$ cat src/rtl/duckhunt_pkg.sv
// Shared state codes and constants for the duck hunt round sequencer.
package duckhunt_pkg;

  typedef enum logic [3:0] {
    IDLE      = 4'd0,
    WALK      = 4'd1,
    JUMP      = 4'd2,
    FLY       = 4'd3,
    FALL      = 4'd4,
    ESCAPE    = 4'd5,
    SHOW      = 4'd6,
    NEXT      = 4'd7,
    ROUND_END = 4'd8,
    GAME_OVER = 4'd9
  } state_t;

  localparam logic [15:0] BCD_MAX = 16'h9999;
  localparam logic [1:0]  SHOTS   = 2'd3;

endpackage

$ cat src/rtl/bcd_score_add.sv
// Adds 5 to a 4-digit BCD score, clamping at 9999 on overflow.
module bcd_score_add
  import duckhunt_pkg::*;
(
  input  logic [15:0] score,
  output logic [15:0] sum
);

  logic [4:0] t;
  logic [4:0] c;

  always_comb begin
    sum = '0;
    t   = '0;
    c   = 5'd5;
    for (int i = 0; i < 4; i++) begin
      t = {1'b0, score[i*4 +: 4]} + c;
      if (t > 5'd9) begin
        sum[i*4 +: 4] = 4'(t - 5'd10);
        c = 5'd1;
      end else begin
        sum[i*4 +: 4] = t[3:0];
        c = 5'd0;
      end
    end
    if (c != 5'd0) sum = BCD_MAX;
  end

endmodule

$ cat src/rtl/round_sequencer.sv
// Duck hunt round sequencer: dog walk/jump, duck flight, shots,
// hit counting, BCD score and round progression.
module round_sequencer
  import duckhunt_pkg::*;
#(
  parameter int WALK_TICKS      = 30,
  parameter int JUMP_TICKS      = 10,
  parameter int FLY_TICKS       = 50,
  parameter int FALL_TICKS      = 15,
  parameter int SHOW_TICKS      = 20,
  parameter int DUCKS_PER_ROUND = 10,
  parameter int PASS_HITS       = 6
) (
  input  logic        Clk,
  input  logic        Reset,
  input  logic        ANIM_Clk,
  input  logic        Run,
  input  logic        Trigger,
  input  logic        Hit,
  output logic [3:0]  State,
  output logic        jump2Signal,
  output logic        resetSignal,
  output logic        duck_active,
  output logic [1:0]  shots_left,
  output logic [3:0]  ducks_hit,
  output logic [3:0]  duck_num,
  output logic [3:0]  round_num,
  output logic [15:0] score_bcd
);

  localparam logic [7:0] WALK_L = 8'(WALK_TICKS);
  localparam logic [7:0] JUMP_L = 8'(JUMP_TICKS);
  localparam logic [7:0] FLY_L  = 8'(FLY_TICKS);
  localparam logic [7:0] FALL_L = 8'(FALL_TICKS);
  localparam logic [7:0] SHOW_L = 8'(SHOW_TICKS);
  localparam logic [3:0] LAST_D = 4'(DUCKS_PER_ROUND - 1);
  localparam logic [3:0] PASS_L = 4'(PASS_HITS);

  logic [2:0]  s1, s2, s3, edges;
  logic [1:0]  fill;
  logic        tick, run_p, trig_p;
  state_t      state, state_n;
  logic [7:0]  cnt, cnt_n, lim;
  logic [1:0]  shots, shots_n;
  logic [3:0]  hits, hits_n;
  logic [3:0]  duck, duck_n;
  logic [3:0]  round, round_n;
  logic [15:0] score, score_n, score_inc;
  logic        jump_n, rsig_n;

  bcd_score_add u_add (
    .score (score),
    .sum   (score_inc)
  );

  // Edges are masked until s3 holds a real sample, so a level
  // held through reset never looks like a fresh press.
  always_ff @(posedge Clk) begin
    if (Reset) begin
      s1   <= '0;
      s2   <= '0;
      s3   <= '0;
      fill <= '0;
    end else begin
      s1 <= {Trigger, Run, ANIM_Clk};
      s2 <= s1;
      s3 <= s2;
      if (fill != 2'd3) fill <= fill + 2'd1;
    end
  end

  assign edges  = (fill == 2'd3) ? (s2 & ~s3) : 3'b000;
  assign tick   = edges[0];
  assign run_p  = edges[1];
  assign trig_p = edges[2];

  always_comb begin
    case (state)
      WALK:         lim = WALK_L;
      JUMP:         lim = JUMP_L;
      FLY:          lim = FLY_L;
      FALL, ESCAPE: lim = FALL_L;
      SHOW:         lim = SHOW_L;
      default:      lim = 8'd0;
    endcase
  end

  always_comb begin
    state_n = state;
    cnt_n   = cnt;
    shots_n = shots;
    hits_n  = hits;
    duck_n  = duck;
    round_n = round;
    score_n = score;
    jump_n  = 1'b0;
    rsig_n  = 1'b0;
    if (tick && lim != 8'd0) cnt_n = cnt + 8'd1;
    case (state)
      IDLE: if (run_p) begin
        state_n = WALK;
        rsig_n  = 1'b1;
        score_n = '0;
        hits_n  = '0;
        duck_n  = '0;
        round_n = 4'd1;
      end
      WALK: if (tick && cnt_n == lim) begin
        state_n = JUMP;
        jump_n  = 1'b1;
      end
      JUMP: if (tick && cnt_n == lim) begin
        state_n = FLY;
        shots_n = SHOTS;
      end
      FLY: begin
        // A shot in the same Clk as the timeout tick wins.
        if (trig_p && shots != 2'd0) begin
          cnt_n   = cnt;
          shots_n = shots - 2'd1;
          if (Hit) begin
            state_n = FALL;
            hits_n  = hits + 4'd1;
            score_n = score_inc;
          end else if (shots == 2'd1) begin
            state_n = ESCAPE;
          end
        end else if (tick && cnt_n == lim) begin
          state_n = ESCAPE;
        end
      end
      FALL, ESCAPE: if (tick && cnt_n == lim) state_n = SHOW;
      SHOW: if (tick && cnt_n == lim) state_n = NEXT;
      NEXT: begin
        if (duck == LAST_D) begin
          state_n = ROUND_END;
        end else begin
          state_n = WALK;
          duck_n  = duck + 4'd1;
          rsig_n  = 1'b1;
        end
      end
      ROUND_END: begin
        if (hits >= PASS_L) begin
          state_n = WALK;
          round_n = (round == 4'd15) ? round : round + 4'd1;
          hits_n  = '0;
          duck_n  = '0;
          rsig_n  = 1'b1;
        end else begin
          state_n = GAME_OVER;
        end
      end
      GAME_OVER: if (run_p) state_n = IDLE;
      default: state_n = IDLE;
    endcase
    if (state_n != state) cnt_n = '0;
  end

  always_ff @(posedge Clk) begin
    if (Reset) begin
      state       <= IDLE;
      cnt         <= '0;
      shots       <= '0;
      hits        <= '0;
      duck        <= '0;
      round       <= 4'd1;
      score       <= '0;
      jump2Signal <= 1'b0;
      resetSignal <= 1'b0;
      duck_active <= 1'b0;
    end else begin
      state       <= state_n;
      cnt         <= cnt_n;
      shots       <= shots_n;
      hits        <= hits_n;
      duck        <= duck_n;
      round       <= round_n;
      score       <= score_n;
      jump2Signal <= jump_n;
      resetSignal <= rsig_n;
      duck_active <= (state_n == FLY);
    end
  end

  assign State      = state;
  assign shots_left = shots;
  assign ducks_hit  = hits;
  assign duck_num   = duck;
  assign round_num  = round;
  assign score_bcd  = score;

endmodule

$ cat config.mk
export PLATFORM = sky130hd
export DESIGN_NAME = round_sequencer
export DESIGN_NICKNAME = d
export VERILOG_FILES = /design/src/rtl/duckhunt_pkg.sv /design/src/rtl/bcd_score_add.sv /design/src/rtl/round_sequencer.sv
export SDC_FILE = /design/constraint.sdc
export NUM_CORES = 1
export LEC_CHECK = 0
export CELL_PAD_IN_SITES_DETAIL_PLACEMENT = 0
export CELL_PAD_IN_SITES_GLOBAL_PLACEMENT = 1
export CORE_MARGIN = 2
export CORE_UTILIZATION = 30
export DETAILED_ROUTE_END_ITERATION = 10
export PLACE_DENSITY_LB_ADDON = 0.1
export SLEW_MARGIN = 0
export SYNTH_ARGS = -nofsm -noshare
export SYNTH_HDL_FRONTEND = slang
export SYNTH_SLANG_ARGS = --single-unit
$ cat constraint.sdc
create_clock -name Clk -period 4.8 [get_ports Clk]
set_clock_uncertainty 0.1 [all_clocks]
set_input_delay 0.72 -clock Clk [delete_from_list [all_inputs] [get_ports Clk]]
set_output_delay 0.72 -clock Clk [all_outputs]
set_load 0.01 [all_outputs]
==> results by group <==
Outcome
  • Status: completed

STA
  • Hold Vio Cnt, Final: 0
  • Final setup margin: 0.263 ns
  • Slew headroom: 37.9%
  • Peak Freq: 0.220 GHz
  • # setup viols final: 0
  • Period utilisation layout: 94.5%
  • Worst-margin pin slew: 0.929 ns
  • RSZ-0062 raised after global routing: yes
  • Fin. max-slew vios: 0
  • Final min period: 4.54 ns

Final layout
  • Fillers: 1120
  • Final Util: 40.7%
  • # diodes: 0
  • Layout Nets: 493
  • Layout cells sized above 1: 14.2%
  • Post-route insts no fill: 606
  • Register area: 0.00113 sq mm
  • Multi-input logic area: 0.00231 sq mm
  • Layout area overhead: 30.7%

Worst setup path
  • Max Fanout on Critical Path: 5
  • Max incr delay on CP: 0.38 ns
  • Worst reg2reg setup slack: 0.26 ns
  • Crit Path Class: reg -> reg
  • CP required: 4.93 ns
  • CP startpoint: score_bcd[0]
  • Worst setup EP type: flop
  • Critical Path AT: 4.66 ns
  • Slowest cell on the critical path: dfxtp_4
  • RR Startpoint: score_bcd[0]
  • CP startpoint kind: flop
  • Crit-path most repeated cell: ha_4

Power and ir drop
  • Sw Ratio: 20.6%
  • Pint: 783 uW
  • LEAKAGE: 0.00164 uW
  • Maximum VDD drop: 158 uV
  • Pwr/cell area: 222 mW/mm^2
  • Sequential Power Share: 48.1%
  • Sw power: 204 uW
  • Clock power frac: 48.0%
  • Combinational power share: 3.8%

Global routing
  • Pin count of the biggest net entering global routing: 34
  • GRT Util Overall: 14.8%
  • Antenna violations before repair: 0
  • Global route overflow: 0
  • Vias in the first global route: 2836
  • First-pass GRT wire length: 15.1 mm

Floorplanning
  • Initial core utilization: 31.1%
  • Die area: 0.0122 sq mm
  • Placeable Area: 0.0109 sq mm
  • Die width: 111 um
  • # IOs: 43
  • Die Y: 111 um
  • # rows: 38

Synth
  • Top_reg_cell synth: dfxtp_1
  • Cell taking the most area after synthesis: dfxtp_1
  • Top cell type's share of synthesized area: 32.9%
  • Async SR Flop Fraction: 0%
  • Yosys reg bits: 56
  • Post-synth EDFFs: 0
  • Synth cell count leaders: 56 x dfxtp_1, 48 x nor2_1, 34 x a21oi_1
  • Synth top area cells: dfxtp_1 33%, ha_1 7.7%, nor2_1 5.3%, a21oi_1 5.0%, xor2_1 4.6%
  • Syn Inst Count: 416
  • Synth warn: 0
  • Post-synth net total: 443
  • Top-count cell post-synth: dfxtp_1
  • Syn Area/Cell: 8.18 sq um
  • Post-synthesis sequential area ratio: 32.9%
  • Synthesized cell area: 0.00340 sq mm
  • Number of library cell types mapped by synthesis: 55

Clock tree
  • Clk_lat worst skew: 0.30 ns
  • H-tree depth reported by CTS: 2
  • CTS tree: built
  • TritonCTS buffer count: 5
  • Clk slew on worst S/H paths: 0.07 ns
  • Clk root buf: clkbuf_16
  • Maximum root-to-sink buffer count: 2
  • Clock sink total: 56

Routing
  • Post-DR wirelength/cell: 15.3 um
  • ANT nets after route: 0
  • WL final: 9.26 mm
  • Via density: 5.03
  • DRT iter0 DRCs: 162
  • DR pass1 iterations: 4
  • DRC violations left: 0
  • Vias: 3047

Placed design
  • Buffers on Ports: 42
  • DP Worst Slack: -0.0447 ns
  • Gpl congestion: 0.843
  • Number of placed instances, taps included: 593
  • HPWL Detailed: 6.32 mm

Job
  • Max cap viols: 0

Min path
  • Hold/Removal Path Class: reg -> reg
  • Min-delay src: s1[0]
==> worst paths after layout <==
path | end | cells after the start
min reg2reg | s2[0] | 1
max | score_bcd[14] | 29
max reg2reg | score_bcd[14] | 29
min | s2[0] | 1
==> area by class of cell <==
type,instances,area share (%)
Tap cell,140,3.94
Inverter,17,1.55
Clock buffer,5,2.81
Clock inverter,2,1.35
Multi-Input combinational cell,323,52.0
Timing Repair Buffer,63,13.0
Sequential cell,56,25.3
==> cells in the final DEF (no fill, tap or decap), types with 5 or more instances in the layout <==
master | netlist | layout
nor3_1 | 16 | 16
nor2b_1 | 17 | 17
xor2_1 | 18 | 15
nand3b_1 | 7 | 7
xnor2_1 | 14 | 14
nand3_1 | 11 | 9
a31oi_1 | 5 | 5
clkbuf_16 | 0 | 5
ha_4 | 0 | 6
nor2_1 | 48 | 47
ha_1 | 21 | 12
and2_1 | 5 | 5
o21ai_0 | 17 | 12
inv_1 | 17 | 13
mux2i_1 | 6 | 6
nand4_1 | 10 | 10
buf_4 | 0 | 21
dfxtp_1 | 56 | 54
nand2_1 | 25 | 25
nand2b_1 | 6 | 6
clkdlybuf4s50_1 | 0 | 42
and3_1 | 8 | 7
a21oi_1 | 34 | 32
==> through the flow <==
step / setup TNS, ns / power, uW / hold WS (ns) / cell area (sq um)
CTS: 0 / 999 / 0.344 / 4270
global placement: 0 / 525 / 0.327 / 4050
detailed placement: -0.0807 / 525 / 0.326 / 4050
global route: -0.563 / 1030 / 0.357 / 4450
finish: 0 / 987 / 0.340 / 4450
floorplan: 0 / 510 / 0.314 / 3430
==> repair_timing <==
action | 4_1_cts | 5_1_grt
pin swaps | 1 | 11
setup endpoints to repair | 6 | 15
hold buffers | 0 | 0
resized for setup | 6 | 32
buffers inserted | 1 | 5
cloned | 0 | 0
==> flip-flops by register name (all words and copies together) (netlist names), 2 cells and up <==
name,flops
s1,3
State,4
score_bcd,16
fill,2
round_num,4
duck_num,4
s2,3
shots_left,2
s3,3
cnt,8
ducks_hit,4
==> per-layer routing <==
metal / wire length [um] / global-route usage [%] / up-vias
met1: 4580 / 20.2 / 1425
met2: 4190 / 23.7 / 49
li1: - / - / 1564
met3: 365 / 3.24 / 9
met4: 121 / 3.83 / 0
met5: 0 / 0 / -
==> cell families (layout without fill, tap and decap cells) <==
logic type / after synthesis / count (layout) / share of synthesized area [%]
AOI/OAI and AO/OA: 91 / 91 / 16.9
xor gates and xnor gates: 33 / 33 / 8.93
adders and majority gates: 21 / 21 / 7.72
buffers and inverters: 37 / 87 / 4.45
DFF: 56 / 56 / 32.9
muxes: 6 / 6 / 1.76
and+or+nand+nor: 172 / 172 / 27.3
==> power groups by stage <==
stage          Clock (uW)  Sequential (uW)  Combinational, uW
2_1_floorplan           0              485               25.2
3_3_place_gp            0              486               38.4
3_5_place_dp            0              487               38.6
4_1_cts               485              475               38.8
5_1_grt               507              476               42.4
6_report              474              475               38.0
==> critical path: cells and delay by family (launching register included) <==
kind,cells,cell delay (ns)
XOR/XNOR,2,0.34
AO/OA/AOI/OAI,12,1.64
adder cells (fa/ha/maj),6,1.21
AND/OR/NAND/NOR,5,0.46
flip-flops,1,0.38
buffers and inverters,4,0.32
Note: power is estimated with default switching activity, not from simulation.
==> RTL change, RTL diff (same settings) <==
Put one more register stage on the output `jump2Signal`, cleared by the reset. The value now appears one clock later. The other outputs are not delayed to match.
--- a/src/rtl/round_sequencer.sv
+++ b/src/rtl/round_sequencer.sv
@@ -38,2 +38,4 @@
 
+  logic jump2Signal_s0;
+
   logic [2:0]  s1, s2, s3, edges;
@@ -168,3 +170,3 @@
       score       <= '0;
-      jump2Signal <= 1'b0;
+      jump2Signal_s0 <= 1'b0;
       resetSignal <= 1'b0;
@@ -179,3 +181,3 @@
       score       <= score_n;
-      jump2Signal <= jump_n;
+      jump2Signal_s0 <= jump_n;
       resetSignal <= rsig_n;
@@ -192,2 +194,10 @@
 
+  always_ff @(posedge Clk) begin
+    if (Reset) begin
+      jump2Signal <= '0;
+    end else begin
+      jump2Signal <= jump2Signal_s0;
+    end
+  end
+
 endmodule
Check against the original RTL: same outputs for any inputs over 10 cycles, from zero or initial values and one cycle with Reset high; that may be too few to reach the edited logic, so the function may still have changed.
==> RTL change against the unedited design <==
- final area increased by 5.1%
- synthesized area up 2.6%
- total power rose by 10%
- setup slack lost 57 ps
- routed wire length rose by 6.4%
- worst hold slack better by 0.87 ps
- sequential cell count is 1 higher
- critical path depth rose by 1
- critical path type unchanged
- largest cell class unchanged
==> RTL change: results (changes against the unedited design) <==
<table>
<tr><th>Metric</th><th>Value</th></tr>
<tr><th colspan="2">Run status</th></tr>
<tr><td>Result of the run</td><td>complete, no violations</td></tr>
<tr><th colspan="2">GRT</th></tr>
<tr><td>Antenna violations before repair</td><td>1 (+1)</td></tr>
<tr><td>Met3 global-route usage</td><td>4.409% (+1.2 points)</td></tr>
<tr><td>Met1 track demand over resource</td><td>20.20% (about the same)</td></tr>
<tr><td>Number of global-route vias before repair</td><td>3,111 (+9.7%)</td></tr>
<tr><td>Overall global routing resource usage</td><td>15.73% (+0.93 points)</td></tr>
<tr><th colspan="2">Finish</th></tr>
<tr><td>Share of the final layout cell area in sequential cells</td><td>24.57% (-0.75 points)</td></tr>
<tr><td>Area share of buffers outside the clock network</td><td>13.89% (+0.89 points)</td></tr>
<tr><td>Fraction of standard cell area in multi-input logic</td><td>50.90% (-1.1 points)</td></tr>
<tr><td>Area added between synthesis and finish</td><td>33.85%</td></tr>
<tr><td>Share of final-layout standard cells stronger than drive strength 1</td><td>16.50% (+2.3 points)</td></tr>
<tr><td>Clock buf/inv share</td><td>5.486% (+1.3 points)</td></tr>
<tr><th colspan="2">Logic synthesis</th></tr>
<tr><td>Distinct cell type count after synthesis</td><td>67 (+22%)</td></tr>
<tr><td>Top area cells in the synthesized netlist</td><td>sky130_fd_sc_hd__dfxtp_1 33%, sky130_fd_sc_hd__ha_1 7.5%, sky130_fd_sc_hd__nor2_1 5.2%, sky130_fd_sc_hd__a21oi_1 4.7%, sky130_fd_sc_hd__xnor2_1 3.8%</td></tr>
<tr><td>Portion of the post-synthesis area used by sequential elements</td><td>32.66% (-0.26 points)</td></tr>
<tr><td>Commonest cells post-synth</td><td>57 x sky130_fd_sc_hd__dfxtp_1, 48 x sky130_fd_sc_hd__nor2_1, 33 x sky130_fd_sc_hd__a21oi_1</td></tr>
<tr><td>Net Count, Synth</td><td>460 (+3.8%)</td></tr>
<tr><th colspan="2">Placement</th></tr>
<tr><td>Instance area after placement</td><td>0.004198 mm² (+3.5%)</td></tr>
<tr><td>Global placer's final weighted congestion</td><td>0.8021 (-4.9%)</td></tr>
<tr><th colspan="2">Routing</th></tr>
<tr><td>Via count</td><td>3,313 (+8.7%)</td></tr>
<tr><td>Total routed wire length on the met1 layer</td><td>4.478 mm (-2.2%)</td></tr>
<tr><td>Met2 Routed Length</td><td>4.790 mm (+14%)</td></tr>
<tr><th colspan="2">CTS</th></tr>
<tr><td>Number of buffers created by CTS</td><td>9 (+4)</td></tr>
<tr><th colspan="2">Worst setup path</th></tr>
<tr><td>Register-to-register path setup slack</td><td>210 ps (-60 ps)</td></tr>
<tr><td>Depth of the most critical reg-to-reg path</td><td>30 (+3.4%)</td></tr>
<tr><th colspan="2">Min path</th></tr>
<tr><td>Hold_sp</td><td>jump2Signal_s0</td></tr>
</table>
==> RTL change: changes by cell type after synthesis, moves of 3 or more <==
| cell | change |
|---|---|
| sky130_fd_sc_hd__nand3b_1 | -3 |
| sky130_fd_sc_hd__nand2_1 | +3 |
| sky130_fd_sc_hd__a31oi_1 | +4 |
| sky130_fd_sc_hd__clkbuf_1 | +4 |
| sky130_fd_sc_hd__nand3_1 | +5 |
| sky130_fd_sc_hd__xor2_1 | -4 |
| sky130_fd_sc_hd__o21ai_1 | +3 |
| sky130_fd_sc_hd__and4_1 | +3 |
| sky130_fd_sc_hd__nand4_1 | -5 |
| sky130_fd_sc_hd__mux2i_1 | -3 |
==> RTL change: cells by family (layout without fill, tap and decap cells) <==
kind of cell / after synthesis / in the layout / share of synthesized area (%)
AOI/OAI and AO/OA: 101 / 101 / 18.30
xor gates and xnor gates: 29 / 29 / 7.271
adders and majority gates: 21 / 21 / 7.521
buffers and inverters: 40 / 104 / 4.728
DFF: 57 / 57 / 32.66
muxes: 5 / 5 / 1.504
and+or+nand+nor: 180 / 180 / 28.01
==> RTL change: worst min path at each step <==
stage	endpoint	cells past startpoint	slack (ps)
5_1_grt	s2[0]	1	370
3_5_place_dp	s2[0]	1	330
6_report	jump2Signal	1	340
4_1_cts	s2[0]	1	340
2_1_floorplan	jump2Signal	1	310
3_3_place_gp	s2[0]	1	330
==> RTL change: report_power, final <==
part	switching (mW)	internal, mW	total [mW]
Clock	0.220	0.345	0.566
Combinational	0.0229	0.0161	0.0390
Sequential	0.00443	0.480	0.484
==> RTL change: what timing repair did <==
action / in CTS / in global routing
setup buffers: 2 / 4
hold endpoints to repair: 0 / 0
setup endpoints to repair: 8 / 16
resized for setup: 7 / 34
gates cloned: 0 / 0
pin swaps: 3 / 15
